**src/rtl/fp_adder_arbiter.sv**
```systemverilog
// fp_adder_arbiter: arbitrates four requesters onto one shared FP adder, one operation in flight.
// Optional macro ARB_FIXED_PRIO_EN selects fixed lowest-index priority instead of round-robin.
`default_nettype none

module fp_adder_arbiter #(
    parameter int DATA_W  = 32,
    parameter int NUM_REQ = 4
) (
    input  logic                      clk,
    input  logic                      reset,
    input  logic [NUM_REQ-1:0]        req,
    input  logic [NUM_REQ*DATA_W-1:0] req_a,
    input  logic [NUM_REQ*DATA_W-1:0] req_b,
    output logic [NUM_REQ-1:0]        req_gnt,
    output logic [NUM_REQ-1:0]        rsp_valid,
    output logic [DATA_W-1:0]         rsp_data,
    input  logic [NUM_REQ-1:0]        rsp_ack,
    output logic                      add_load,
    output logic [DATA_W-1:0]         add_a,
    output logic [DATA_W-1:0]         add_b,
    input  logic [DATA_W-1:0]         add_result,
    input  logic                      add_ready,
    output logic                      add_ack,
    output logic                      busy,
    output logic [1:0]                owner
);

    typedef enum logic [1:0] {
        IDLE  = 2'd0,
        ISSUE = 2'd1,
        WAIT  = 2'd2,
        RESP  = 2'd3
    } state_t;

    state_t              state_q, state_d;
    logic [1:0]          ptr_q, ptr_d;
    logic [1:0]          owner_q, owner_d;
    logic [NUM_REQ-1:0]  gnt_q, gnt_d;
    logic [NUM_REQ-1:0]  vld_q, vld_d;
    logic [DATA_W-1:0]   a_q, a_d;
    logic [DATA_W-1:0]   b_q, b_d;
    logic [DATA_W-1:0]   data_q, data_d;
    logic                load_q, load_d;
    logic                ack_q, ack_d;
    logic                busy_q, busy_d;

    logic [1:0]          win;
    logic                win_vld;
    logic [1:0]          idx;

    function automatic logic [NUM_REQ-1:0] onehot(input logic [1:0] i);
        onehot    = '0;
        onehot[i] = 1'b1;
    endfunction

    // First set request at or after the pointer wins; the 2-bit add wraps 3->0.
    always_comb begin
        win     = ptr_q;
        win_vld = 1'b0;
        idx     = ptr_q;
        for (int k = 0; k < NUM_REQ; k++) begin
            idx = ptr_q + 2'(k);
            if (!win_vld && req[idx]) begin
                win     = idx;
                win_vld = 1'b1;
            end
        end
    end

    always_comb begin
        state_d = state_q;
        ptr_d   = ptr_q;
        owner_d = owner_q;
        gnt_d   = '0;
        vld_d   = vld_q;
        a_d     = a_q;
        b_d     = b_q;
        data_d  = data_q;
        load_d  = 1'b0;
        ack_d   = 1'b0;
        case (state_q)
            IDLE: begin
                if (win_vld) begin
                    a_d     = req_a[DATA_W*int'(win) +: DATA_W];
                    b_d     = req_b[DATA_W*int'(win) +: DATA_W];
                    owner_d = win;
                    gnt_d   = onehot(win);
                    load_d  = 1'b1;
                    state_d = ISSUE;
                end
            end
            ISSUE: begin
                state_d = WAIT;
            end
            WAIT: begin
                if (add_ready) begin
                    data_d  = add_result;
                    vld_d   = onehot(owner_q);
                    ack_d   = 1'b1;
                    state_d = RESP;
                end
            end
            RESP: begin
                if (rsp_ack[owner_q]) begin
                    vld_d   = '0;
`ifdef ARB_FIXED_PRIO_EN
                    ptr_d   = 2'd0;
`else
                    ptr_d   = owner_q + 2'd1;
`endif
                    state_d = IDLE;
                end
            end
            default: begin
                state_d = IDLE;
            end
        endcase
        busy_d = (state_d != IDLE);
    end

    always_ff @(posedge clk) begin
        if (!reset) begin
            state_q <= IDLE;
            ptr_q   <= 2'd0;
            owner_q <= 2'd0;
            gnt_q   <= '0;
            vld_q   <= '0;
            a_q     <= '0;
            b_q     <= '0;
            data_q  <= '0;
            load_q  <= 1'b0;
            ack_q   <= 1'b0;
            busy_q  <= 1'b0;
        end else begin
            state_q <= state_d;
            ptr_q   <= ptr_d;
            owner_q <= owner_d;
            gnt_q   <= gnt_d;
            vld_q   <= vld_d;
            a_q     <= a_d;
            b_q     <= b_d;
            data_q  <= data_d;
            load_q  <= load_d;
            ack_q   <= ack_d;
            busy_q  <= busy_d;
        end
    end

    assign req_gnt   = gnt_q;
    assign rsp_valid = vld_q;
    assign rsp_data  = data_q;
    assign add_load  = load_q;
    assign add_a     = a_q;
    assign add_b     = b_q;
    assign add_ack   = ack_q;
    assign busy      = busy_q;
    assign owner     = owner_q;

endmodule

`default_nettype wire

```
**config.mk**
```make
export PLATFORM = sky130hd
export DESIGN_NAME = fp_adder_arbiter
export DESIGN_NICKNAME = d
export VERILOG_FILES = /design/src/rtl/fp_adder_arbiter.sv
export SDC_FILE = /design/constraint.sdc
export NUM_CORES = 1
export LEC_CHECK = 0
export CORE_AREA = 2 2 158 160
export DETAILED_ROUTE_END_ITERATION = 10
export DIE_AREA = 0 0 160 162
export MAX_ROUTING_LAYER = met4
export PLACE_DENSITY = 0.68
export SYNTH_ARGS = -nofsm -noshare
export SYNTH_HDL_FRONTEND = slang
export SYNTH_SLANG_ARGS = --single-unit
```
**constraint.sdc**
```tcl
create_clock -name clk -period 4.15 [get_ports clk]
set_input_delay 0.83 -clock clk [delete_from_list [all_inputs] [get_ports clk]]
set_output_delay 0.83 -clock clk [all_outputs]
set_load 0.02 [all_outputs]
```
==> metrics.txt <==
Max IR drop VDD=209 µV; Port Buf Inserts=407; Cells after Synth=676; DR WL met3=around 1.9 mm; placed inst area=0.0102 mm²; die area=0.0259 mm²; status=finished clean; First DRT Iteration DRCs=359; Longest Clk Path Bufs=2; final-stage net count=1350; CP required=4420 ps; Ports=408; root buffer cell=clkbuf_16; cts bufs inserted=17; final clock skew=around 13 ps; hold crit path type=reg2reg; floorplan row count=57; sequential share of the synthesized area=37.8%; chip height=~160 µm; Most used DFF post-synth=dfxtp_1; Distinct cells, synth=45; post-synthesis compound-gate area fraction=36.8%; Synth Register Bits=113; CTS Sinks=113; syn nets=979; fraction of layout cells with a size suffix above 1=10.9%; Critical path buffers and inverters=2; Fin. Hold Viols=0; post-route cell area=0.0108 mm²; EDFF count, synth=0; CP endpoint kind=register; Synth Area per Inst=8.85 µm²; most frequent cells in the layout=406 x clkdlybuf4s50_1, 139 x nand2_1, 113 x dfxtp_1; core area=0.0241 mm²; CP Cell Sequence=clkdlybuf4s50_1 > and3b_1 > or4_4 > nand2_1 > and3_4 > buf_12 > a221oi_2; mean number of vias per cell=approximately 4.9; Routability Congestion=0.856; Pwr Total=about 4000 µW; final setup vio count=0; area grow syn2layout=80.4%; commonest non-fill, non-tap cell in the layout=clkdlybuf4s50_1; First-pass DRT Iterations=5; CTS hold repair buffers=0; Clock Pin Slew Worst Setup and Hold Paths=~60 ps; total number of yosys warnings=0; Final Max Slew Viols=0; kind of cell adding the most delay to the critical path=simple AND/OR/NAND/NOR gates; normalized max-slew margin=roughly 30%; CP Max Fanout=64; Die X=160 µm; total global-route track usage=20.5%; Clock Latency Late Sink=420 ps; largest net degree at the start of global routing=94; Synth Area in Adders=0.837%; DRC=0; crit share post-route=69.8%; cell area power density=372 mW/mm²; number of max-cap violations=0; global-route wire length before repair=40.1 mm; CP arrival=roughly 3200 ps; largest family of logic cells by synthesized area=compound AO/OA/AOI/OAI gates; CTS tree=done; critical path class=in2reg; top sig layer=met4; FMAX=345 MHz; simple-gate portion of the synthesized area=12.8%; detailed placer's ending HPWL=just under 20 mm; GRT overflow=0; mux cell area share after synthesis=0.544%; Final min period=between 2000 and 3000 ps; CTS H-tree depth=4; met2 routed WL=13.3 mm; asr flop ratio synth=0%; final WL=26.6 mm; max incr delay on CP=660 ps; leakage power=between 0.004 and 0.005 µW; sum of negative setup slack=0 ps; initial core utilization=roughly 25%; M1 WL=10.9 mm; RSZ-0062 raised after global routing=no; number of global-route vias before repair=6984; Post-Syn Area=0.00598 mm²; xor and xnor area share after synthesis=0%; Slew @ Worst Pin=approximately 1100 ps; antenna viol nets, final=0; initial antenna violation count=2; drt wl/cell=19.2 µm; CP Launch Type=input port; CTS resizes=0; vias=6750; postcts setup bufs=0; slowest CP cell=clkdlybuf4s50_1
## metal layers
metal / track usage, % / up-vias
met3: 5.62 / 31
met2: 34.6 / 276
li1: - / 3208
met5: - / -
met4: 6.72 / 0
met1: 23.8 / 3235
## path summary, 6_finish.rpt
check | startpoint | to | slack, ps | cells after the start
worst max-delay path | req[3] | add_a[22]$_SDFFE_PN0P_ | 1250 | 7
worst max register to register | ptr_q[1]$_SDFFE_PN0P_ | add_a[22]$_SDFFE_PN0P_ | 1930 | 6
worst min-delay path | rsp_data[14]$_SDFFE_PN0P_ | rsp_data[14]$_SDFFE_PN0P_ | 460 | 2
worst min register to register | rsp_data[14]$_SDFFE_PN0P_ | rsp_data[14]$_SDFFE_PN0P_ | 460 | 2
## cells in the mapped netlist, types with 2 or more instances
cell | n | area share, %
o21ai_1 | 2 | 0.17
nand2_1 | 139 | 8.7
inv_1 | 69 | 4.3
dfxtp_1 | 113 | 38
buf_4 | 8 | 1.0
and3_1 | 3 | 0.31
nor2b_1 | 4 | 0.42
a21boi_0 | 37 | 4.6
o221ai_1 | 65 | 9.5
nor2_1 | 6 | 0.38
a221oi_2 | 60 | 15
nor3_1 | 3 | 0.25
buf_2 | 12 | 1.0
o22ai_1 | 2 | 0.21
or2_2 | 3 | 0.31
ha_1 | 4 | 0.84
nand3_1 | 6 | 0.50
buf_12 | 6 | 2.0
o21ai_0 | 3 | 0.25
a21oi_1 | 66 | 5.5
and2_1 | 2 | 0.21
a221oi_1 | 4 | 0.59
clkbuf_1 | 37 | 2.3
## kinds of logic (layout without fill, tap and decap cells)
| group | after synthesis | count (layout) |
|---|---|---|
| AOI/OAI and AO/OA | 245 | 245 |
| adders and majority gates | 4 | 4 |
| buffers and inverters | 135 | 519 |
| DFF | 113 | 113 |
| muxes | 2 | 2 |
| other | 0 | 2 |
| and+or+nand+nor | 177 | 177 |
## metrics by stage
stage	worst slack [ps]	utilization, %	cells	hold WS (ps)
final	1250	44.7	1386	460
after CTS	1280	44.7	1384	463
after global placement	878	42.3	1352	448
after global routing	1110	44.7	1386	481
after floorplan	1760	-	676	541
after detailed placement	837	42.3	1352	456
## where the power goes
part	switching, µW	internal, µW
Clock	587	893
Combinational	608	639
Sequential	75.2	1210
## worst min-delay path, cell delays in order, from the launching register on
cell and delay, ps:
dfxtp_1 310, nand2_1 50, a21boi_0 60
## area by class of cell
type | count | area (µm²)
sequential | 113 | 2260
multi-input combinational | 428 | 3080
timing repair buffer | 418 | 4190
fill | 2391 | 13300
tap | 324 | 405
antenna | 2 | 5.00
inverter | 69 | 259
clock buffer | 18 | 429
clock inverter | 14 | 158
## flip-flops by register name (all words and copies together), names as in the netlist, 2 cells and up
name and flops:
owner 2, req_gnt 4, rsp_valid 4, state_q 2, ptr_q 2, add_b 32
add_a 32, rsp_data 32
(Power assumes the default switching activity.)
